`src/rtl/mux_cuentas_barrido_pkg.sv`:
```
// Shared definitions for the channel scan multiplexer.
//   modo_e : operating mode encoding (manual selection / automatic scan)
//   clog2  : field width needed to index 'valor' items (never below 1)
package mux_cuentas_barrido_pkg;

  typedef enum logic {
    MODO_MANUAL  = 1'b0,
    MODO_BARRIDO = 1'b1
  } modo_e;

  function automatic int unsigned clog2(input int unsigned valor);
    int unsigned ancho = 0;
    while ((32'd1 << ancho) < valor) ancho++;
    return (ancho == 0) ? 1 : ancho;
  endfunction

endpackage

```
`src/rtl/divisor_barrido.sv`:
```
// Scan-step prescaler: counts 0..PRESCALA-1 while enabled and wraps.
//   clk       : clock, rising edge
//   reset_n   : synchronous active-low clear of the count
//   habilitar : 1 = count, 0 = hold the current count
//   tick      : high during the wrap cycle (count at PRESCALA-1 and enabled)
module divisor_barrido
  import mux_cuentas_barrido_pkg::*;
#(
  parameter int unsigned PRESCALA = 50000
) (
  input  logic clk,
  input  logic reset_n,
  input  logic habilitar,
  output logic tick
);

  localparam int unsigned CW = clog2(PRESCALA);
  localparam logic [CW-1:0] FIN = CW'(PRESCALA - 1);

  logic [CW-1:0] r_cnt;
  logic          w_fin;

  assign w_fin = (r_cnt == FIN);
  assign tick  = habilitar && w_fin;

  always_ff @(posedge clk) begin
    if (!reset_n) begin
      r_cnt <= '0;
    end else if (habilitar) begin
      r_cnt <= w_fin ? '0 : r_cnt + CW'(1);
    end
  end

endmodule

```
`src/rtl/mux_cuentas_barrido.sv`:
```
// Channel multiplexer with manual selection or automatic timed scan.
//   clk, reset_n : clock and synchronous active-low reset
//   datos        : CANALES channels of ANCHO bits, channel k at [k*ANCHO +: ANCHO]
//   modo         : 0 manual (seleccion), 1 automatic scan every PRESCALA cycles
//   seleccion    : manual channel index (out-of-range values give Y=0)
//   congelar     : hold channel, prescaler and Y
//   Y            : registered data of the active channel (1-cycle latency)
//   canal_act    : active channel index
//   y_valido     : pulse on the first Y cycle from a new channel
module mux_cuentas_barrido
  import mux_cuentas_barrido_pkg::*;
#(
  parameter int unsigned ANCHO    = 4,
  parameter int unsigned CANALES  = 4,
  parameter int unsigned PRESCALA = 50000,
  parameter int unsigned SEL_W    = clog2(CANALES)
) (
  input  logic                       clk,
  input  logic                       reset_n,
  input  logic [CANALES*ANCHO-1:0]   datos,
  input  logic                       modo,
  input  logic [SEL_W-1:0]           seleccion,
  input  logic                       congelar,
  output logic [ANCHO-1:0]           Y,
  output logic [SEL_W-1:0]           canal_act,
  output logic                       y_valido
);

  logic [SEL_W-1:0] r_canal;
  logic [SEL_W-1:0] r_y_canal;
  logic [ANCHO-1:0] r_y;
  logic             r_valido;

  logic             w_barrido;
  logic             w_tick;
  logic             w_div_rst_n;
  logic [SEL_W-1:0] w_canal_sig;
  logic [ANCHO-1:0] w_dato;

  assign w_barrido = (modo == MODO_BARRIDO);

  // Manual mode keeps the prescaler cleared, unless frozen (freeze wins
  // over mode, so the held count must survive a mode change while frozen).
  assign w_div_rst_n = reset_n && (w_barrido || congelar);

  divisor_barrido #(
    .PRESCALA(PRESCALA)
  ) u_divisor (
    .clk      (clk),
    .reset_n  (w_div_rst_n),
    .habilitar(w_barrido && !congelar),
    .tick     (w_tick)
  );

  // Channel decode; an index with no matching channel yields zero.
  always_comb begin
    w_dato = '0;
    for (int unsigned k = 0; k < CANALES; k++) begin
      if (r_canal == SEL_W'(k)) w_dato = datos[k*ANCHO +: ANCHO];
    end
  end

  // The >= compare also sends an out-of-range manual index back to 0.
  always_comb begin
    w_canal_sig = r_canal;
    if (!w_barrido) begin
      w_canal_sig = seleccion;
    end else if (w_tick) begin
      w_canal_sig = (r_canal >= SEL_W'(CANALES - 1)) ? '0 : r_canal + SEL_W'(1);
    end
  end

  // r_y_canal remembers which channel Y currently shows; the pulse fires
  // when Y is loaded from a different one.
  always_ff @(posedge clk) begin
    if (!reset_n) begin
      r_canal   <= '0;
      r_y_canal <= '0;
      r_y       <= '0;
      r_valido  <= 1'b0;
    end else if (congelar) begin
      r_valido  <= 1'b0;
    end else begin
      r_canal   <= w_canal_sig;
      r_y       <= w_dato;
      r_y_canal <= r_canal;
      r_valido  <= (r_canal != r_y_canal);
    end
  end

  assign Y         = r_y;
  assign canal_act = r_canal;
  assign y_valido  = r_valido;

endmodule

```
`config.mk`:
```
export PLATFORM = sky130hd
export DESIGN_NAME = mux_cuentas_barrido
export DESIGN_NICKNAME = d
export VERILOG_FILES = /design/src/rtl/mux_cuentas_barrido_pkg.sv /design/src/rtl/divisor_barrido.sv /design/src/rtl/mux_cuentas_barrido.sv
export SDC_FILE = /design/constraint.sdc
export NUM_CORES = 1
export LEC_CHECK = 0
export BUFFER_PORTS_ARGS = -buffer_cell sky130_fd_sc_hd__buf_2
export CAP_MARGIN = 20
export CORE_UTILIZATION = 48
export CTS_CLUSTER_SIZE = 8
export DETAILED_ROUTE_END_ITERATION = 12
export PLACE_DENSITY = 0.83
export SYNTH_ARGS = -nofsm -noshare
export SYNTH_HDL_FRONTEND = slang
export SYNTH_SLANG_ARGS = --single-unit
```
`constraint.sdc`:
```
create_clock -name clk -period 1.4 [get_ports clk]
set_input_delay 0 -clock clk [delete_from_list [all_inputs] [get_ports clk]]
set_output_delay 0 -clock clk [all_outputs]
set_load 0.005 [all_outputs]
```
==> metrics.md, run 1 <==
| Metric | Value |
|---|---|
| Status | finished, violations left |
| Failing checks | setup timing |
| Syn Inst Count | 149 |
| Register area share after synthesis | 0.371 |
| Largest area contributor in the netlist | dfxtp_1 |
| Met3 WL | 101 um |
| Slew @ Worst Pin | 0.343 ns |
| CTS tree | yes |
| Setup ws final | -0.0463 ns |
| Initial antenna violation count | 0 |
| Largest net degree at the start of global routing | 16 |
| Final setup fails | 17 |
| Clock Latency Late Sink | 0.33 ns |
| N_diodes | 0 |
| Leak | 0.795 nW |
| Hold EP | Y[2]$_SDFFE_PN0N_ |
| Final Cycle Share | 1.03 |
| EDFF count, synth | 0 |
| Core area | 0.00257 mm^2 |
| Routed vias | 1327 |
| DR top layer | met4 |
| Met2 WL post-DR | 1970 um |
| Synth unique cells | 41 |
| Yosys top cell area share | 0.371 |
| Die width | 55.0 um |
| Vias in the first global route | 1248 |
| Normalized max-slew margin | 0.771 |
| Wl on met1 | 1600 um |
| Initial Utilization | 0.525 |
| Max-cap violations | 0 |
| RSZ-0062 raised after global routing | yes |
| Hold path start | datos[10] |
| Clock buffer depth | 2 |
| # port buffers | 28 |
| Worst-path fanout max | 15 |
| Avg Cell Area, Syn | 9.04 um^2 |
| Hold/Removal Path Class | primary input to flop |
| Most frequent cells in the layout | buf_2, buf_4, dfxtp_1, a21oi_1, nor2_1 |
| WL final | 3700 um |
| Worst Path Required | 1.62 ns |
| Height of the die | 55.0 um |
| Routed len/inst | 15.9 um |
| Placed cell area | 0.00166 mm^2 |
| Kind of critical path | flop to flop |
| Area grow syn2layout | 37.4% |
| Num Clock Sinks | 25 |
| Reg-to-Reg Start | u_divisor.r_cnt[10]$_SDFFE_PN0P_ |
| GR Overflow Total | 0 |
| CP Capture Type | flop |
| Clk_skew | 0.00599 ns |
| Dpl hpwl | 2420 um |
| Worst VDD drop | 0.000732 V |
| Top FF cell, synth | dfxtp_1 |
| Synth top area cells | dfxtp_1, xor2_1, a21oi_1, ha_1, nor2_1 |
| Io pins | 29 |
| Gr usage total | 0.250 |
| Clock transition at path regs | 0.14 ns |
| First-pass GRT wire length | 5350 um |
| DRC violations left | 0 |
| Reg2reg path depth | 5 |
| DRT iter0 DRCs | 36 |
| Fmax | 0.691 GHz |
| Crit path DAT | 1.67 ns |
| Drt pass-1 iters | 4 |
| Tmin final | 1.45 ns |
| ANT nets after route | 0 |
| Total CTS buffers | 3 |
| R2R Setup Slk | -0.05 ns |
| Final instance area | 0.00185 mm^2 |
| Final core utilization | 0.721 |
| # rows | 18 |
| Depth of the CTS H-tree | 1 |
| Commonest non-fill, non-tap cell in the layout | buf_2 |
| Pwr per Cell Area | 713 mW/mm^2 |
| Syn Nets | 176 |
| Final slew viol count | 0 |
| Crit Reg-Reg Endpoint | u_divisor.r_cnt[11]$_SDFFE_PN0P_ |
| Nets | 230 |
| Clock root buffer | clkbuf_4 |
| DIE AREA | 0.00302 mm^2 |
| WHS Path Cells | 4 |
| Layout cells sized above 1 | 0.441 |
| Flops & latches, synth | 25 |
| Asr flop ratio synth | 0 |
| Critical Path Source Type | flop |
| Synth warn | 0 |
| GP Congestion | 0.895 |
| Final Hold Fails | 0 |
| Netlist Area Pre-Place | 0.00135 mm^2 |
| Vias/cell | 5.72 |
-- critical path: stages, from the launching register on --
cell and delay, ns:
dfxtp_4 0.39, nor4b_4 0.37, a41oi_4 0.17, o21ai_2 0.20
buf_12 0.16, a21oi_1 0.04
-- worst max path at each step --
stage,from,to,cells after the start
5_1_grt,u_divisor.r_cnt[1]$_SDFFE_PN0P_,u_divisor.r_cnt[14]$_SDFFE_PN0P_,5
3_3_place_gp,u_divisor.r_cnt[11]$_SDFFE_PN0P_,u_divisor.r_cnt[13]$_SDFFE_PN0P_,5
6_report,u_divisor.r_cnt[10]$_SDFFE_PN0P_,u_divisor.r_cnt[11]$_SDFFE_PN0P_,5
4_1_cts,canal_act[1]$_SDFFE_PN0P_,Y[1]$_SDFFE_PN0N_,6
3_5_place_dp,u_divisor.r_cnt[11]$_SDFFE_PN0P_,u_divisor.r_cnt[11]$_SDFFE_PN0P_,5
2_1_floorplan,u_divisor.r_cnt[11]$_SDFFE_PN0P_,u_divisor.r_cnt[0]$_SDFFE_PN0P_,5
-- cell families after synthesis --
family          share of synthesized area
buf+inv                            0.0501
mux                                0.0223
flops                               0.371
simple gates                        0.245
compound gates                      0.187
fa+ha+maj                          0.0464
xor+xnor                           0.0780
-- registers in the layout, indices dropped and copies added, names as in the netlist --
register	cells
r_y_canal	2
y_valido	1
u_divisor.r_cnt	16
Y	4
canal_act	2
-- metrics by stage --
stage / worst slack [ns] / std cells / hold WS [ns] / TNS (ns) / power [mW]
finish: -0.0463 / 232 / 0.0216 / -0.572 / 1.32
global route: -0.0835 / 232 / 0.0445 / -1.28 / 1.37
CTS: -0.0111 / 230 / 0.00234 / -0.0374 / 1.29
global placement: 0.0160 / 219 / 0.292 / 0 / 0.948
detailed placement: -0.0407 / 219 / 0.298 / -0.494 / 0.957
floorplan: 0.00291 / 149 / 0.188 / 0 / 0.876
-- cell type report --
class | instances | area (um^2)
well taps | 30 | 37.5
multi-input cells | 110 | 866
flip-flops and latches | 25 | 524
repair buffers | 55 | 368
fillers | 178 | 716
inverters | 8 | 30.0
clock buffers | 4 | 26.3
-- synth_stat cells, drive strengths merged, types with 3 or more instances --
cell type and instances:
nand3 6, nand2 11, and4 4, dfxtp 25, nand4 4, or4 3
inv 8, xor2 9, xnor2 3, o21ai 7, a21oi 14, ha 5
clkbuf 4, o31ai 3, nor2b 4, a221oi 3, mux2i 3, a211o 4
nor2 11
-- metal layers --
| layer | track usage | vias up |
|---|---|---|
| li1 | - | 653 |
| met1 | 0.296 | 640 |
| met2 | 0.436 | 30 |
| met3 | 0.0492 | 4 |
| met4 | 0.104 | 0 |
| met5 | 0 | - |
-- power breakdown --
part | leakage [nW] | switching, mW | total, mW | internal [mW]
sequential | 0.210 | 0.0122 | 0.737 | 0.725
clock | 0.0150 | 0.227 | 0.339 | 0.112
combinational | 0.571 | 0.118 | 0.245 | 0.127
-- what timing repair did --
item,4_1_cts,5_1_grt
hold buffers,4,1
buffers inserted,3,1
endpoints found under the setup margin,19,22
pin swaps,8,5
endpoints found under the hold margin,5,1
cloned,0,0
gates resized for setup,13,14
(Power assumes the default switching activity.)
==> run 2, diff against run 1 <==
- clock period: 1.4 -> 1.22 ns (I/O delays scaled with it)
==> metrics.md, run 2 (same netlist as run 1, synthesis figures left out) <==
| Metric | Value |
|---|---|
| Status | finished, violations left (unchanged) |
| Failing checks | setup timing (unchanged) |
| Initial Utilization | 0.525 (unchanged) |
| Layout cells sized above 1 | 0.549 (was 0.441) |
| Non-filler instance count after layout | 246 (was 232) |
| CP max stage delay | 0.39 ns (about the same) |
| Drt pass-1 iters | 4 (unchanged) |
| # port buffers | 28 (unchanged) |
| GR Overflow Total | 0 (unchanged) |
| Vias/cell | 6.18 (was 5.72) |
| Fmax | 0.658 GHz (was 0.691 GHz) |
| Leak | 0.878 nW (was 0.795 nW) |
| Tmin final | 1.52 ns (was 1.45 ns) |
| Reg2reg path depth | 5 (unchanged) |
| DRC violations left | 0 (unchanged) |
| Vias in the first global route | 1550 (was 1248) |
| Comb pwr share | 0.213 (was 0.185) |
| Clock root buffer | clkbuf_4 (unchanged) |
| Max-cap violations | 0 (unchanged) |
| DRT iter0 DRCs | 50 (was 36) |
| RSZ-0062 raised after global routing | yes (unchanged) |
| Normalized max-slew margin | 0.791 (was 0.771) |
| Worst Path Required | 1.46 ns (was 1.62 ns) |
| Top reg by flops | u_divisor.r_cnt (unchanged) |
| Critical path, cell by cell | nor4b_4 -> buf_4 -> nand4_1 -> o31a_1 -> o22ai_1 (was nor4b_4 -> a41oi_4 -> o21ai_2 -> buf_12 -> a21oi_1) |
| Worst VDD drop | 0.000710 V (was 0.000732 V) |
| Final setup fails | 22 (was 17) |
| GP Congestion | 0.833 (was 0.895) |
| Number of cells after detailed placement | 233 (was 219) |
| Sw power | 437 uW (was 357 uW) |
| Initial antenna violation count | 1 (was 0) |
| Worst-path fanout max | 5 (was 15) |
| Dpl hpwl | 2700 um (was 2420 um) |
| Routed len/inst | 19.7 um (was 15.9 um) |
| Routed vias | 1520 (was 1327) |
| Slew @ Worst Pin | 0.311 ns (was 0.343 ns) |
| Height of the die | 55.0 um (unchanged) |
| Total CTS buffers | 3 (unchanged) |
| Commonest non-fill, non-tap cell in the layout | buf_4 (was buf_2) |
| Crit path DAT | 1.76 ns (was 1.67 ns) |
| CP Capture Type | flop (unchanged) |
| Max reg flops | 16 (unchanged) |
| WL final | 4840 um (was 3700 um) |
| Most frequent cells in the layout | buf_4, buf_2, dfxtp_2, dfxtp_1 (was buf_2, buf_4, dfxtp_1, a21oi_1, nor2_1) |
| Io pins | 29 (unchanged) |
| Die width | 55.0 um (unchanged) |
| ANT nets after route | 0 (unchanged) |
| Final Hold Fails | 0 (unchanged) |
| Clock buffer depth | 2 (unchanged) |
| Reg power frac | 0.545 (was 0.558) |
| DIE AREA | 0.00302 mm^2 (unchanged) |
| Depth of the CTS H-tree | 1 (unchanged) |
| WHS Path Cells | 4 (unchanged) |
| Gr usage total | 0.344 (was 0.250) |
| Kind of critical path | flop to flop (unchanged) |
| Setup ws final | -0.299 ns (was -0.0463 ns) |
| Core area | 0.00257 mm^2 (unchanged) |
| Nets | 243 (was 230) |
| Layout fillers | 144 (was 178) |
| CTS tree | yes (unchanged) |
| First-pass GRT wire length | 7150 um (was 5350 um) |
| Pwr per Cell Area | 773 mW/mm^2 (was 713 mW/mm^2) |
| Final Cycle Share | 1.25 (was 1.03) |
| Clk_skew | 0.00214 ns (was 0.00599 ns) |
| Clock Latency Late Sink | 0.32 ns (was 0.33 ns) |
| # rows | 18 (unchanged) |
| Num Clock Sinks | 25 (unchanged) |
| Cell internal pwr | 1.13 mW (was 964 uW) |
| Clock power share | 0.242 (was 0.257) |
| Switch share | 0.280 (was 0.270) |
| Area grow syn2layout | 50.0% (was 37.4%) |
| Largest net degree at the start of global routing | 15 (was 16) |
| Hold/Removal Path Class | primary input to flop (unchanged) |
| Hold Slack | 0.0492 ns (was 0.0216 ns) |
| Clock transition at path regs | 0.14 ns (about the same) |
| Slowest-stage cell, CP | dfxtp_4 (unchanged) |
| Critical Path Source Type | flop (unchanged) |
| Final slew viol count | 0 (unchanged) |
-- run 2: cell types whose count changed in the layout (fill, tap and decap cells not counted), moves of 2 or more --
cell     previous run  this run
a21oi_1            11         8
nor2_1             11         6
dfxtp_2             7        11
inv_1               8         6
inv_4               0         2
ha_4                1         3
buf_6               0         3
a21oi_2             3         6
dfxtp_1            14        10
buf_4              21        31
ha_1                2         0
nor2_2              0         5
-- run 2: cell type report --
class | instances | area, um^2 | share of cell area
sequential | 25 | 529 | 0.262
tap | 30 | 37.5 | 0.0186
clock buffer | 3 | 22.5 | 0.0111
multi-input combinational | 110 | 922 | 0.456
clock inverter | 1 | 5.00 | 0.00248
antenna | 1 | 2.50 | 0.00124
inverter | 8 | 35.0 | 0.0173
timing repair buffer | 68 | 467 | 0.231
-- run 2: final timing paths --
kind                                     from                                to  slack [ns]
max          u_divisor.r_cnt[11]$_SDFFE_PN0P_         canal_act[0]$_SDFFE_PN0P_       -0.30
min                                  datos[9]                 Y[1]$_SDFFE_PN0N_        0.05
max reg2reg  u_divisor.r_cnt[11]$_SDFFE_PN0P_         canal_act[0]$_SDFFE_PN0P_       -0.30
min reg2reg  u_divisor.r_cnt[15]$_SDFFE_PN0P_  u_divisor.r_cnt[15]$_SDFFE_PN0P_        0.51
-- run 2: worst max-delay path, delay by kind of cell, from the launching register on --
family                 cells  cell delay, ns
AND/OR/NAND/NOR            2            0.45
buffers and inverters      1            0.18
AO/OA/AOI/OAI              2            0.42
flip-flops                 1            0.39
-- run 2: repair_timing --
item                                    4_1_cts  5_1_grt
resized for setup                            18       11
endpoints found under the hold margin         8        0
endpoints found under the setup margin       22       22
pin swaps                                    13        4
hold buffers                                  6        0
setup buffers                                 1        1
-- run 2: metal layers --
metal	GRT usage	share of wire
met1	0.355	0.38
met2	0.633	0.51
met3	0.0628	0.040
met4	0.217	0.073
met5	0	0
-- run 2: per-stage QoR --
stage	power, mW	setup slack, ns	cell area [um^2]	util	TNS, ns
floorplan	1.02	-0.153	1440	-	-2.12
global placement	1.12	-0.129	1820	0.708	-2.01
detailed placement	1.13	-0.196	1820	0.708	-2.97
CTS	1.54	-0.180	1970	0.769	-3.18
global route	1.63	-0.331	2020	0.787	-6.09
finish	1.56	-0.299	2020	0.787	-4.83
-- run 2: power groups by stage --
| stage | Clock (mW) | Combinational [mW] | Sequential [mW] |
|---|---|---|---|
| CTS | 0.394 | 0.298 | 0.849 |
| finish | 0.378 | 0.333 | 0.851 |
| floorplan | 0 | 0.148 | 0.873 |
| detailed placement | 0 | 0.261 | 0.869 |
| global placement | 0 | 0.249 | 0.867 |
| global route | 0.420 | 0.353 | 0.853 |
